===== src/rtl/sram_ss_pkg.sv =====
// Shared types and constants for the SRAM subsystem sequencer.
package sram_ss_pkg;

  typedef enum logic [2:0] {
    ST_IDLE      = 3'd0,
    ST_WR_D      = 3'd1,
    ST_RD_D      = 3'd2,
    ST_CONF_WAIT = 3'd3,
    ST_CONF_DATA = 3'd4,
    ST_ERR1      = 3'd5,
    ST_ERR2      = 3'd6
  } state_t;

  localparam logic [1:0] HRESP_OKAY    = 2'b00;
  localparam logic [1:0] HRESP_ERROR   = 2'b01;

  localparam logic [1:0] HTRANS_NONSEQ = 2'b10;
  localparam logic [1:0] HTRANS_SEQ    = 2'b11;

  localparam logic [2:0] SIZE_BYTE     = 3'b000;
  localparam logic [2:0] SIZE_HALF     = 3'b001;
  localparam logic [2:0] SIZE_WORD     = 3'b010;

endpackage


===== src/rtl/sram_island_ctrl_if.sv =====
// AHB slave-side bus bundle seen by the SRAM island sequencer.
interface sram_island_ctrl_if;
  logic        hsel;
  logic [31:0] haddr;
  logic [1:0]  htrans;
  logic        hwrite;
  logic [2:0]  hsize;
  logic        hready;
  logic        hreadyout;
  logic [1:0]  hresp;
  logic [31:0] hrdata;

  modport slave (
    input  hsel, haddr, htrans, hwrite, hsize, hready,
    output hreadyout, hresp, hrdata
  );

  modport master (
    output hsel, haddr, htrans, hwrite, hsize, hready,
    input  hreadyout, hresp, hrdata
  );
endinterface


===== src/rtl/sram_rdata_mux.sv =====
// NUM_ISL-way 32-bit read-data select; drives zero when not enabled.
module sram_rdata_mux #(
  parameter int NUM_ISL = 4,
  parameter int SEL_W   = 2
) (
  input  logic [NUM_ISL*32-1:0] rdata,
  input  logic [SEL_W-1:0]      sel,
  input  logic                  en,
  output logic [31:0]           dout
);

  always_comb begin
    dout = '0;
    if (en) dout = rdata[32*int'(sel) +: 32];
  end

endmodule


===== src/rtl/sram_island_ctrl.sv =====
// AHB slave sequencer for the SRAM islands: write data-phase pipelining,
// address-phase reads and same-island read-after-write replay.
//
// state        | meaning
// ST_IDLE      | no data phase in progress
// ST_WR_D      | write data phase to reg_isl
// ST_RD_D      | read data phase, hrdata from reg_isl
// ST_CONF_WAIT | replayed read issued from haddr_reg, bus stalled
// ST_CONF_DATA | replayed read data returned
// ST_ERR1      | first error cycle (wait)
// ST_ERR2      | second error cycle (ready)
module sram_island_ctrl
  import sram_ss_pkg::*;
#(
  parameter int NUM_ISL = 4,
  parameter int ISL_LSB = 14
) (
  input  logic                  hclk,
  input  logic                  hreset,
  sram_island_ctrl_if.slave     ahb,
  input  logic [NUM_ISL*32-1:0] sram_rdata,
  output logic [31:0]           haddr_reg,
  output logic [2:0]            hsize_reg,
  output logic [NUM_ISL-1:0]    wr_dphase,
  output logic [NUM_ISL-1:0]    rd_aphase,
  output logic [NUM_ISL-1:0]    rd_dphase,
  output logic                  RW_conf_dphase
);

  localparam int ISL_W = $clog2(NUM_ISL);

  state_t            state;
  state_t            state_nxt;
  logic [ISL_W-1:0]  reg_isl;
  logic [ISL_W-1:0]  isl;
  logic              ready_st;
  logic              active;
  logic              acc;
  logic              legal;
  logic              conflict;
  logic              rdata_en;
  logic [31:0]       rd_word;

  assign isl      = ahb.haddr[ISL_LSB +: ISL_W];
  assign active   = (ahb.htrans == HTRANS_NONSEQ) || (ahb.htrans == HTRANS_SEQ);
  // Stall states never accept, even if the bus-wide hready misbehaves.
  assign ready_st = (state != ST_CONF_WAIT) && (state != ST_ERR1);
  assign acc      = ahb.hsel && ahb.hready && active && ready_st;

  assign legal = (ahb.hsize == SIZE_BYTE) ||
                 ((ahb.hsize == SIZE_HALF) && !ahb.haddr[0]) ||
                 ((ahb.hsize == SIZE_WORD) && (ahb.haddr[1:0] == 2'b00));

  assign conflict = acc && legal && !ahb.hwrite && (state == ST_WR_D) && (isl == reg_isl);

  always_ff @(posedge hclk) begin
    if (hreset) begin
      state     <= ST_IDLE;
      reg_isl   <= '0;
      haddr_reg <= '0;
      hsize_reg <= '0;
    end else begin
      state <= state_nxt;
      if (acc && legal) reg_isl <= isl;
      if (acc && legal && (ahb.hwrite || conflict)) begin
        haddr_reg <= ahb.haddr;
        hsize_reg <= ahb.hsize;
      end
    end
  end

  always_comb begin
    state_nxt      = state;
    ahb.hreadyout  = 1'b1;
    ahb.hresp      = HRESP_OKAY;
    wr_dphase      = '0;
    rd_aphase      = '0;
    rd_dphase      = '0;
    RW_conf_dphase = 1'b0;
    rdata_en       = 1'b0;

    case (state)
      ST_CONF_WAIT: state_nxt = ST_CONF_DATA;
      ST_ERR1:      state_nxt = ST_ERR2;
      default: begin
        if (!acc)             state_nxt = ST_IDLE;
        else if (!legal)      state_nxt = ST_ERR1;
        else if (ahb.hwrite)  state_nxt = ST_WR_D;
        else if (conflict)    state_nxt = ST_CONF_WAIT;
        else                  state_nxt = ST_RD_D;
      end
    endcase

    case (state)
      ST_WR_D: wr_dphase[reg_isl] = 1'b1;
      ST_RD_D: begin
        rd_dphase[reg_isl] = 1'b1;
        rdata_en           = 1'b1;
      end
      ST_CONF_WAIT: begin
        ahb.hreadyout      = 1'b0;
        rd_dphase[reg_isl] = 1'b1;
        RW_conf_dphase     = 1'b1;
      end
      ST_CONF_DATA: rdata_en = 1'b1;
      ST_ERR1: begin
        ahb.hreadyout = 1'b0;
        ahb.hresp     = HRESP_ERROR;
      end
      ST_ERR2: ahb.hresp = HRESP_ERROR;
      default: ;
    endcase

    if (acc && legal && !ahb.hwrite && !conflict) rd_aphase[isl] = 1'b1;
  end

  sram_rdata_mux #(
    .NUM_ISL (NUM_ISL),
    .SEL_W   (ISL_W)
  ) u_rdata_mux (
    .rdata (sram_rdata),
    .sel   (reg_isl),
    .en    (rdata_en),
    .dout  (rd_word)
  );

  assign ahb.hrdata = rd_word;

endmodule


===== src/flat_wrapper.sv =====
// flat-port wrapper written by rule: the top's interface ports become plain ports
module sram_island_ctrl_flat import sram_ss_pkg::*;
#(
  parameter int NUM_ISL = 4,
  parameter int ISL_LSB = 14
)
  (hclk, hreset, sram_rdata, haddr_reg, hsize_reg, wr_dphase, rd_aphase, rd_dphase, RW_conf_dphase, ahb_hsel, ahb_haddr, ahb_htrans, ahb_hwrite, ahb_hsize, ahb_hready, ahb_hreadyout, ahb_hresp, ahb_hrdata);
  sram_island_ctrl_if ahb_i ();
  input  logic hclk;
  input  logic hreset;
  input  logic [NUM_ISL*32-1:0] sram_rdata;
  output logic [31:0] haddr_reg;
  output logic [2:0] hsize_reg;
  output logic [NUM_ISL-1:0] wr_dphase;
  output logic [NUM_ISL-1:0] rd_aphase;
  output logic [NUM_ISL-1:0] rd_dphase;
  output logic RW_conf_dphase;
  input wire logic [$bits(ahb_i.hsel)-1:0] ahb_hsel;
  input wire logic [$bits(ahb_i.haddr)-1:0] ahb_haddr;
  input wire logic [$bits(ahb_i.htrans)-1:0] ahb_htrans;
  input wire logic [$bits(ahb_i.hwrite)-1:0] ahb_hwrite;
  input wire logic [$bits(ahb_i.hsize)-1:0] ahb_hsize;
  input wire logic [$bits(ahb_i.hready)-1:0] ahb_hready;
  output wire logic [$bits(ahb_i.hreadyout)-1:0] ahb_hreadyout;
  output wire logic [$bits(ahb_i.hresp)-1:0] ahb_hresp;
  output wire logic [$bits(ahb_i.hrdata)-1:0] ahb_hrdata;
  assign ahb_i.hsel = ahb_hsel;
  assign ahb_i.haddr = ahb_haddr;
  assign ahb_i.htrans = ahb_htrans;
  assign ahb_i.hwrite = ahb_hwrite;
  assign ahb_i.hsize = ahb_hsize;
  assign ahb_i.hready = ahb_hready;
  assign ahb_hreadyout = ahb_i.hreadyout;
  assign ahb_hresp = ahb_i.hresp;
  assign ahb_hrdata = ahb_i.hrdata;
  sram_island_ctrl #(.NUM_ISL(NUM_ISL), .ISL_LSB(ISL_LSB)) u_core (.hclk(hclk), .hreset(hreset), .ahb(ahb_i), .sram_rdata(sram_rdata), .haddr_reg(haddr_reg), .hsize_reg(hsize_reg), .wr_dphase(wr_dphase), .rd_aphase(rd_aphase), .rd_dphase(rd_dphase), .RW_conf_dphase(RW_conf_dphase));
endmodule

===== config.mk =====
export PLATFORM = sky130hd
export DESIGN_NAME = sram_island_ctrl_flat
export DESIGN_NICKNAME = d
export VERILOG_FILES = /design/src/rtl/sram_ss_pkg.sv /design/src/rtl/sram_island_ctrl_if.sv /design/src/rtl/sram_rdata_mux.sv /design/src/rtl/sram_island_ctrl.sv /design/src/flat_wrapper.sv
export SDC_FILE = /design/constraint.sdc
export NUM_CORES = 1
export LEC_CHECK = 0
export ABC_AREA = 1
export BUFFER_PORTS_ARGS = -buffer_cell sky130_fd_sc_hd__buf_2
export CORE_AREA = 2 2 99 101
export DETAILED_ROUTE_END_ITERATION = 10
export DIE_AREA = 0 0 101 103
export HOLD_SLACK_MARGIN = 0.05
export PLACE_DENSITY = 0.77
export SLEW_MARGIN = 40
export SYNTH_ARGS = -nofsm -noshare
export SYNTH_HDL_FRONTEND = slang
export SYNTH_SLANG_ARGS = --single-unit

===== constraint.sdc =====
create_clock -name hclk -period 2.31 [get_ports hclk]
set_input_delay 0.693 -clock hclk [delete_from_list [all_inputs] [get_ports hclk]]
set_output_delay 0.693 -clock hclk [all_outputs]
set_load 0.02 [all_outputs]

## Word level (Yosys, flattened, before mapping)

Index checks and enable logic that the tools add are counted.

| cells by class | value |
|---|---|
| order comparisons | 4 |
| equal/unequal tests | 13 |
| shift operators | 1 |
| multiplexer cells | 17 |
| reduce and logical (&&, ||, !) cells | 27 |

Operators by type and width:

| cell | count |
|---|---|
| $shiftx 128x8->32 | 1 |
| $mux 32 | 1 |
| $logic_and 1x1->1 | 14 |
| $mux 4 | 3 |
| $eq 3x2->1 const B | 3 |
| $eq 3x3->1 const B | 3 |
| $mux 3 | 3 |
| $reduce_or 2->1 | 4 |
| $mux 1 | 7 |
| $eq 3x1->1 const B | 2 |
| $lt 2x3->1 const B | 2 |
| $pmux 3 s2 | 1 |
| $demux 1 s2 | 2 |
| $eq 2x2->1 const B | 2 |
| $ge 2x1->1 const B | 2 |
| $logic_or 1x1->1 | 4 |
| $logic_not 1->1 | 3 |
| $logic_not 3->1 | 1 |
| $ne 3x2->1 const B | 1 |
| $ne 3x3->1 const B | 1 |
| $eq 2x2->1 | 1 |
| $logic_not 2->1 | 1 |

| storage, ports and cells | value |
|---|---|
| flip-flop bits (word level) | 40 |
| input bits | 170 |
| output and inout port bits | 83 |

## Longest topological paths before layout

Gate-level depths: netlist (run 1).

| logic depth | value |
|---|---|
| word-level depth | 13 |
| depth in mapped cells | 11 |
| gate-level depth less buffers | 11 |

## By module

Synthesis (run 1) repeated with hierarchy kept, for this count alone.

| second synthesis, totals | value |
|---|---|
| cell total of the unflattened synthesis | 662 |
| area, all modules | 3666.0 sq um |

By module, submodules not included:

| module | instances | cells an instance | area an instance (sq um) |
|---|---|---|---|
| sram_rdata_mux | 1 | 378 | 1860.5 |
| sram_island_ctrl | 1 | 284 | 1805.5 |

## Worst setup path before layout (run 1)

OpenSTA, ideal clock, no wires.

| timing | value |
|---|---|
| path kind | input to output |
| start point | input port ahb_hsize[0] |
| end point | output port rd_aphase[1] |
| arrival time | 1.878 ns |
| slack | -0.261 ns |
| cell stages on the path | 7 |
| buffers on the path | 0 |
| path through | nor2_1 -> nand2_1 -> nand2_1 -> nand2_1 -> nor2_4 -> nand2_1 -> nor4_1 |

| on the way | value |
|---|---|
| longest elaborated chain between the ends | 11 |

RTL lines:

| item | RTL line | text |
|---|---|---|
| start: declaration | flat_wrapper.sv:22 | `input wire logic [$bits(ahb_i.hsize)-1:0] ahb_hsize;` |
| $eq 3x1->1 | sram_island_ctrl.sv:51 | `((ahb.hsize == SIZE_HALF) && !ahb.haddr[0]) \|\|` |
| $logic_and 1x1->1 | sram_island_ctrl.sv:51 |  |
| $logic_or 1x1->1 | sram_island_ctrl.sv:50 | `assign legal = (ahb.hsize == SIZE_BYTE) \|\|` |
| $logic_or 1x1->1 (*) | sram_island_ctrl.sv:51 |  |
| $logic_and 1x1->1 (*) (2 in series) | sram_island_ctrl.sv:54, sram_island_ctrl.sv:114 |  |
| $logic_and 1x1->1 (2 in series) | sram_island_ctrl.sv:54 | `assign conflict = acc && legal && !ahb.hwrite && (state == ST_WR_D) && (isl == reg_isl);` |
| $logic_not 1->1 | sram_island_ctrl.sv:114 | `if (acc && legal && !ahb.hwrite && !conflict) rd_aphase[isl] = 1'b1;` |
| $logic_and 1x1->1 (*) | sram_island_ctrl.sv:114 |  |
| $mux 4 (*) | sram_island_ctrl.sv:114 |  |
| end: declaration | flat_wrapper.sv:15 | `output logic [NUM_ISL-1:0] rd_aphase;` |

Mark *: on every way between the ends. The rest lies on a longest branch, timed or not.

## Worst setup path in the final report (run 1)

| timing | value |
|---|---|
| start point | input port ahb_hsize[0] |
| end point | output port rd_aphase[0] |

The elaborated chain is that of the path after synthesis.

==> results by stage, run 1 <==
Power and ir drop:
- Internal power comes to 1.23 mW.
- The net switching power of the design is 0.479 mW.
- The power share of the sequential group is 41.3%.
- The combinational share of power is between 20% and 30%.
- The switching power as a share of total power is between 20 and 30%.
- The overall power after layout is 1.71 mW.
- IR analysis of the VDD net gives a maximum drop of between 0.3 and 0.4 mV.
- The power per unit of standard cell area is about 370 nW/µm².
- The total leakage power is roughly 2.5 nW.
- The clock network accounts for 34.6% of the total power.

Outcome:
- The run finished, with violations left.
- The final reports fail on negative setup slack.

Synthesis:
- The count of flip-flops with a built-in enable after synthesis is 0.
- After synthesis the cells add up to around 2700 µm².
- The main flop type after synthesis is sky130_fd_sc_hd__dfxtp_1.
- sky130_fd_sc_hd__dfxtp_1 takes more of the synthesized area than any other cell.
- The async set-reset flop share out of synthesis is 0%.
- The count of distinct cell types in the synthesized netlist is 26.
- The total of flip-flops plus latches after synthesis is 40.
- Dividing the synthesized area by the synthesized cell count gives 6.00 µm².
- The number of nets in the synthesized netlist is between 600 and 700.
- Synthesis produced a netlist whose cell count is 456.
- The share of Yosys cell area claimed by the top area cell type is 29.3%.
- In the post-synthesis netlist, the biggest area contributors are sky130_fd_sc_hd__dfxtp_1, sky130_fd_sc_hd__nand2_1, sky130_fd_sc_hd__nand3_1.
- The portion of the post-synthesis area used by sequential elements is between 20% and 30%.
- During synthesis, Yosys emitted a total of 0 warnings.

Layout:
- The library cell used most frequently in the layout, excluding fill and tap cells, is sky130_fd_sc_hd__buf_2.
- The count of filler cells inserted in the layout is slightly above 1000.
- Cells with a size suffix above 1 make up ~45% of the layout.
- The area of all placed cells without fillers is 4580 µm².
- The number of flip-flops under the largest register name is 32.
- The net total in the final layout is between 800 and 900.
- The count of cells in the finished layout, fillers not included, comes to 821.
- In the layout the commonest cells are sky130_fd_sc_hd__buf_2, sky130_fd_sc_hd__nand2_1, sky130_fd_sc_hd__nor2_1.
- Compared with the post-synthesis result, the final layout area differs by 67.4%.
- 0 antenna diodes ended up in the layout.

Setup path:
- Measured in cells, the most critical reg-to-reg path has a length of 9.
- At the worst endpoint, the required time is 1.62 ns.
- In this run the worst path has a maximum fanout of 4.
- The worst setup path is captured at an output pin.
- The critical path is of the in -> out type.
- The critical path's largest stage delay is ~0.14 ns.
- The critical path goes through buf_8, nor2_4, nand2_2, nand2_2, nand2_4, nor2_4, nand2_4, nor2_4, nand2_2, nor2_2, buf_6.
- The critical path arrival is roughly 1.7 ns.
- On the critical path, the stage with the largest delay is an instance of sky130_fd_sc_hd__nor2_4.
- The nature of the critical path startpoint is an input port.

Global routing:
- The via count of the first global-routing pass is about 3400.
- The first-pass GRT wire length is approximately 16 mm.
- The initial antenna violation count is 1.
- Entering global routing, the biggest net connects slightly below 70 pins.
- Global routing used 18.9% of the available tracks across all layers.
- The residual overflow from global routing is 0.

Placement:
- The post-detailed-placement cell area is roughly 4200 µm².
- The instance count after placement with tap cells included is approximately 800.
- The congestion estimate from routability-driven global placement came to about 1.
- The setup slack after placement is -0.225 ns.
- The count of buffers from port buffering is between 200 and 300.
- The total half-perimeter wirelength after legalization and detailed placement is 8.47 mm.

Clock network:
- Clock latency on the worst-skew pair, taken at its later pin, is between 0.2 and 0.3 ns.
- The TritonCTS clock tree is yes.
- The number of levels in the clock H-tree is 2.
- The number of hold buffers added after cts is 0.
- The maximum root-to-sink buffer count is 2.
- CTS placed an instance of sky130_fd_sc_hd__clkbuf_8 at the clock tree root.
- For this design, the sink count on the clock tree is 40.
- Buffers inserted during clock tree synthesis total 5.
- The clock slew seen by the registers of the worst setup and hold paths is ~0.090 ns.

STA:
- Summed over all failing endpoints, the final setup total negative slack is -0.287 ns.
- Counting I/O delays and the setup requirement, the final critical path takes between 2 and 2.5 ns.
- The number of max-slew violations in the final report is 0.
- The number of endpoints with negative hold slack in the final report was 0.
- The final worst-path setup slack is -0.114 ns.
- The maximum clock rate is 413 MHz.
- On the final layout, the worst clock skew is just under 0.007 ns.
- The final clock period utilization by the worst path is 105%.
- The total of endpoints with negative setup slack in the final report is 4.
- Setup repair after global routing could not meet its margin everywhere.

Die:
- The floorplan has 36 rows.
- Once the floorplan was initialized, standard cells occupied between 20% and 30% of the core.
- The width of the chip is 101 µm.
- 253 I/O pins were placed.
- The die covers 10400 µm².
- The area inside the core boundary is between 9000 and 10000 µm².
- The die is approximately 100 µm tall.

Routing:
- The number of vias in the routed layout is around 4000.
- The number of detailed-route iterations in the first pass is 4.
- The final routed wire length divided by cell count is ~14 µm.
- For this run, design rule violations remaining after detail routing come to 0.
- The via count normalized by instance count is 4.89.
- The antenna violation net count after detailed routing is 0.
- The violation count after the first detailed-routing iteration is 118.
- After detailed routing, the total wire length is approximately 12 mm.

Min path:
- The worst hold path passes through 2 cells.
- The class of the tightest hold or removal check is reg -> reg.

Job:
- The tool flagged a number of max-cap violations equal to 0.
-- timing repair --
| action | CTS | global route |
|---|---|---|
| gates resized for setup | 14 | 43 |
| setup endpoints to repair | 38 | 37 |
| endpoints found under the hold margin | 0 | 0 |
| setup buffers | 1 | 4 |
| cloned | 0 | 4 |
| pin swaps | 1 | 5 |
-- worst paths after layout --
check	startpoint	to	slack, ns
setup / recovery	ahb_hsize[0]	rd_aphase[0]	-0.11
hold / removal	u_core.hsize_reg[2]	u_core.hsize_reg[2]	0.45
setup reg to reg	u_core.reg_isl[1]	u_core.haddr_reg[28]	0.46
hold reg to reg	u_core.hsize_reg[2]	u_core.hsize_reg[2]	0.45
-- final cells by class --
class,instances,area (µm²),area share [%]
Tap cell,114,143,3.12
Clock buffer,5,68.8,1.50
Inverter,51,196,4.29
Sequential cell,40,811,17.7
Timing Repair Buffer,278,1640,35.7
Clock inverter,3,46.3,1.01
Multi-Input combinational cell,330,1680,36.6
-- metrics by stage --
step,utilization (%),hold slack [ns]
after detailed placement,44.1,0.438
after floorplan,-,0.503
after CTS,45.9,0.454
after global placement,44.1,0.427
final,48.4,0.450
after global routing,48.4,0.468
-- layer usage --
layer | track usage (%) | vias up | share of wire [%]
met2 | 35.4 | 206 | 51
li1 | - | 1996 | -
met1 | 20.4 | 1781 | 36
met5 | 0 | - | 0.14
met3 | 5.97 | 33 | 10
met4 | 5.72 | 2 | 2.9
-- cell families after synthesis --
group           count (synthesis)  share of synthesized area, %
flops                          40                          29.3
buf+inv                        86                          13.5
other cells                     1                         0.137
simple gates                  260                          39.7
compound gates                 68                          17.0
xor+xnor                        1                         0.320
-- power groups by stage --
stage,combinational (mW),sequential [mW],clock (mW)
3_5_place_dp,0.371,0.723,0
2_1_floorplan,0.154,0.730,0
4_1_cts,0.379,0.705,0.615
5_1_grt,0.453,0.707,0.638
6_report,0.412,0.705,0.590
3_3_place_gp,0.369,0.722,0
-- cell usage after synthesis (2+ instances only) --
cell type                   n
sky130_fd_sc_hd__a21oi_1    2
sky130_fd_sc_hd__a22oi_1   32
sky130_fd_sc_hd__a31oi_1   32
sky130_fd_sc_hd__buf_1      6
sky130_fd_sc_hd__buf_2      5
sky130_fd_sc_hd__buf_6      5
sky130_fd_sc_hd__clkbuf_1  18
sky130_fd_sc_hd__dfxtp_1   40
sky130_fd_sc_hd__inv_1     47
sky130_fd_sc_hd__inv_2      3
sky130_fd_sc_hd__nand2_1   96
sky130_fd_sc_hd__nand2_2    2
sky130_fd_sc_hd__nand3_1   66
sky130_fd_sc_hd__nor2_1    88
sky130_fd_sc_hd__nor3_1     2
sky130_fd_sc_hd__nor4_1     2
-- critical path: cells and delay by family --
family | cells | cell delay, ns
and+or+nand+nor | 9 | 0.79
buffers and inverters | 2 | 0.23
Power figures use the tool's default switching activity.
==> run 2, diff against run 1 <==
--- a/config.mk
+++ b/config.mk
@@ -7,11 +7,12 @@
 export LEC_CHECK = 0
 export ABC_AREA = 1
 export BUFFER_PORTS_ARGS = -buffer_cell sky130_fd_sc_hd__buf_2
-export CORE_AREA = 2 2 99 101
+export CORE_ASPECT_RATIO = 0.8
+export CORE_MARGIN = 1.5
+export CORE_UTILIZATION = 25
 export DETAILED_ROUTE_END_ITERATION = 10
-export DIE_AREA = 0 0 101 103
 export HOLD_SLACK_MARGIN = 0.05
-export PLACE_DENSITY = 0.77
+export PLACE_DENSITY = 0.69
 export SLEW_MARGIN = 40
 export SYNTH_ARGS = -nofsm -noshare
 export SYNTH_HDL_FRONTEND = slang
==> results by stage, run 2 (synthesized netlist as in run 1, its figures left out) <==
Setup path:
- The critical path's largest stage delay is 0.13 ns (about the same).
- The type of the setup path with the least slack is in -> out.
- The kind of cell with the highest combined delay along the critical path is simple AND/OR/NAND/NOR gates.
- The number of buffer and inverter instances along the worst setup path is 2 (unchanged).
- STA classifies the critical path endpoint as an output pin.
- The required time of the critical path is 1.62 ns (about the same).
- The critical path arrival is 1.70 ns (-0.03 ns).
- The nature of the critical path startpoint is an input port.
- The maximum fanout along the worst path is 4 (unchanged).
- Traced cell by cell, the critical path runs through buf_8, nor2_4, nand2_1, nand2_2, nand2_2, nor2_4, nand2_4, nor2_1, nand2_1, nor2_2, buf_6.
- The cell with the biggest individual delay on the critical path is sky130_fd_sc_hd__nor2_2.

STA:
- Setup repair after global routing could not meet its margin everywhere.
- The maximum clock rate is 417 MHz (+1.1%).
- The total of endpoints with negative setup slack in the final report is 3 (-1).
- The worst-case clock skew is 0.00463 ns (-0.00229 ns).
- The final clock period utilization by the worst path is 104% (-1.1 points).
- The final worst-path setup slack is -0.0873 ns (+0.0265 ns).
- The number of max-slew violations in the final report is 0 (unchanged).
- The number of endpoints with negative hold slack in the final report is 0 (unchanged).
- The minimum clock period after layout was 2.40 ns (-0.0265 ns).

Min path:
- The class of the tightest hold or removal check is reg -> reg.

Layout:
- In the layout the commonest cells are sky130_fd_sc_hd__buf_2, sky130_fd_sc_hd__nand2_1, sky130_fd_sc_hd__nor2_1.
- The fraction of final layout cells sized beyond drive strength 1 is 43.7% (-1.3 points).
- The area of all placed cells without fillers was 4520 µm² (-1.2%).
- The final cell utilization of the core is 43.3% (-5.1 points).
- The count of filler cells inserted in the layout was 1154 (+14%).
- Relative to the synthesized area, the layout overhead comes to 65.4%.
- Leaving out fill and tap cells, the most frequent cell in the layout is sky130_fd_sc_hd__buf_2.
- The area of the multi-input gates is 1630 µm² (-2.7%).
- The area of all sequential standard cells is 811 µm² (unchanged).
- The net total in the final layout is 872 (-0.46%).
- The number of flip-flops under the largest register name is 32 (unchanged).

Power and ir drop:
- The total leakage power is 2.50 nW (-0.73%).
- The part of the total power dissipated in the clock network was 38.7% (+4.1 points).
- The internal power came to 1.32 mW (+7.4%).
- The switching power as a share of total power is 26.5% (-1.5 points).
- The net switching power of the design is 0.475 mW (-0.66%).
- The peak ir drop on the vdd network is 0.327 mV (-16%).
- The power share of the sequential group is 39.3% (-2.0 points).
- The power per unit of standard cell area is 397 nW/µm² (+6.4%).
- The combinational share of power is 22.0% (-2.1 points).

Global routing:
- The first-pass GRT wire length is 16.5 mm (+4.0%).
- The overall fraction of global-route tracks in use is 17.7% (-1.2 points).
- The residual overflow from global routing is 0 (unchanged).
- The initial antenna violation count is 5 (+4).
- The pin count of the biggest net entering global routing is 37 (-46%).
- The via count of the first global-routing pass is 3273 (-3.8%).

Clock network:
- TritonCTS built the clock tree.
- The cell sitting at the root of the clock tree is a sky130_fd_sc_hd__clkbuf_16.
- The number of buffers created by CTS came to 5 (unchanged).
- The maximum root-to-sink buffer count is 2 (unchanged).
- The clock slew seen by the registers of the worst setup and hold paths is 0.06 ns (-0.03 ns).
- The sink count of the clock tree came to 40 (unchanged).
- The number of levels in the clock H-tree is 2 (unchanged).
- The insertion delay of the later-clocked pin in the worst-skew pair is 0.28 ns (about the same).

Routing:
- The total length of routed wires is 11.4 mm (-1.0%).
- The number of vias in the routed layout is 3834 (-4.6%).
- The via count normalized by instance count was 4.53 (-7.4%).
- The antenna violation net count after detailed routing came to 0 (unchanged).
- The final routed wire length divided by cell count is 13.5 µm (-4.0%).
- The DRC violations left is 0 (unchanged).
- The violation count after the first detailed-routing iteration is 264 (+120%).
- The number of detailed-route iterations in the first pass is 4 (unchanged).

Die:
- The initial core utilization was 26.2% (-2.7 points).
- The area inside the core boundary is 10400 µm² (+10%).
- The floorplan row count is 33 (-8.3%).
- The width of the chip was 120 µm (+19%).
- The die area came to 11600 µm² (+11%).
- The I/O pin count is 253 (unchanged).
- The die extent in y is 96.5 µm (-6.3%).

Job:
- The number of violations of the max-capacitance limit was 0 (unchanged).

Outcome:
- The final reports fail on negative setup slack.
- The run finished, with violations left.

Placement:
- The count of buffers from port buffering is 250 (unchanged).
- The setup slack after placement was -0.264 ns (-0.0393 ns).
- The total half-perimeter wirelength after legalization and detailed placement is 9.00 mm (+6.3%).
- The final weighted congestion of routability-driven global placement is 0.784 (-20%).
- The post-detailed-placement cell area came to 4220 µm² (+1.1%).
run 2: changes by cell type in the layout (fill, tap and decap cells not counted), sizes merged:
cell      delta
diode        +3
clkinv       +2
buf          -3
inv          -1
bufinv       -1
clkinvlp     -1
run 2: worst reg2reg max path: stages, from the launching register on:
cell	delay, ns
sky130_fd_sc_hd__dfxtp_4	0.38
sky130_fd_sc_hd__inv_2	0.06
sky130_fd_sc_hd__buf_4	0.18
sky130_fd_sc_hd__nand2_1	0.08
sky130_fd_sc_hd__nand2_1	0.04
sky130_fd_sc_hd__nand2_1	0.07
sky130_fd_sc_hd__nor2_2	0.06
sky130_fd_sc_hd__buf_4	0.15
sky130_fd_sc_hd__o21ai_4	0.34
sky130_fd_sc_hd__buf_4	0.25
sky130_fd_sc_hd__nand2_1	0.06
sky130_fd_sc_hd__nand2_1	0.06
sky130_fd_sc_hd__nor2_1	0.04
run 2: worst paths after layout:
check                 startpoint                  end  slack, ns  cells after the start
max reg2reg    u_core.reg_isl[0]  u_core.haddr_reg[1]       0.43                     12
max                 ahb_hsize[0]         rd_aphase[0]      -0.09                     11
min          u_core.hsize_reg[2]  u_core.hsize_reg[2]       0.44                      2
min reg2reg  u_core.hsize_reg[2]  u_core.hsize_reg[2]       0.44                      2
run 2: repair_timing:
action,in CTS,in global routing
endpoints found under the setup margin,36,36
setup buffers,2,0
cloned,0,1
gates resized for setup,15,16
pin swaps,1,1
hold buffers,0,0
run 2: layout make-up:
| type | count | area share [%] |
|---|---|---|
| antenna | 3 | 0.166 |
| inverter | 51 | 4.23 |
| clock buffer | 6 | 3.07 |
| multi-input combinational | 330 | 36.1 |
| timing repair buffer | 274 | 34.4 |
| tap | 140 | 3.87 |
| clock inverter | 2 | 0.221 |
| sequential | 40 | 17.9 |
run 2: power groups by stage:
stage	Sequential, mW	Combinational, mW	Clock [mW]
3_5_place_dp	0.723	0.373	0
5_1_grt	0.707	0.431	0.755
6_report	0.706	0.395	0.694
3_3_place_gp	0.722	0.373	0
4_1_cts	0.707	0.384	0.714
2_1_floorplan	0.730	0.154	0
run 2: stage by stage:
step / cells / setup TNS [ns] / hold WS (ns) / total power [mW]
floorplan: 456 / -0.131 / 0.503 / 0.884
global placement: 832 / -0.764 / 0.433 / 1.10
detailed placement: 832 / -0.845 / 0.431 / 1.10
CTS: 842 / -0.161 / 0.444 / 1.81
global route: 846 / -0.549 / 0.459 / 1.89
finish: 846 / -0.153 / 0.440 / 1.79
run 2: layer usage:
metal | part of all wire, % | global-route usage [%]
met4 | 1.2 | 4.96
met3 | 6.8 | 4.46
met1 | 43 | 23.8
met2 | 49 | 28.4
met5 | 0.11 | 0
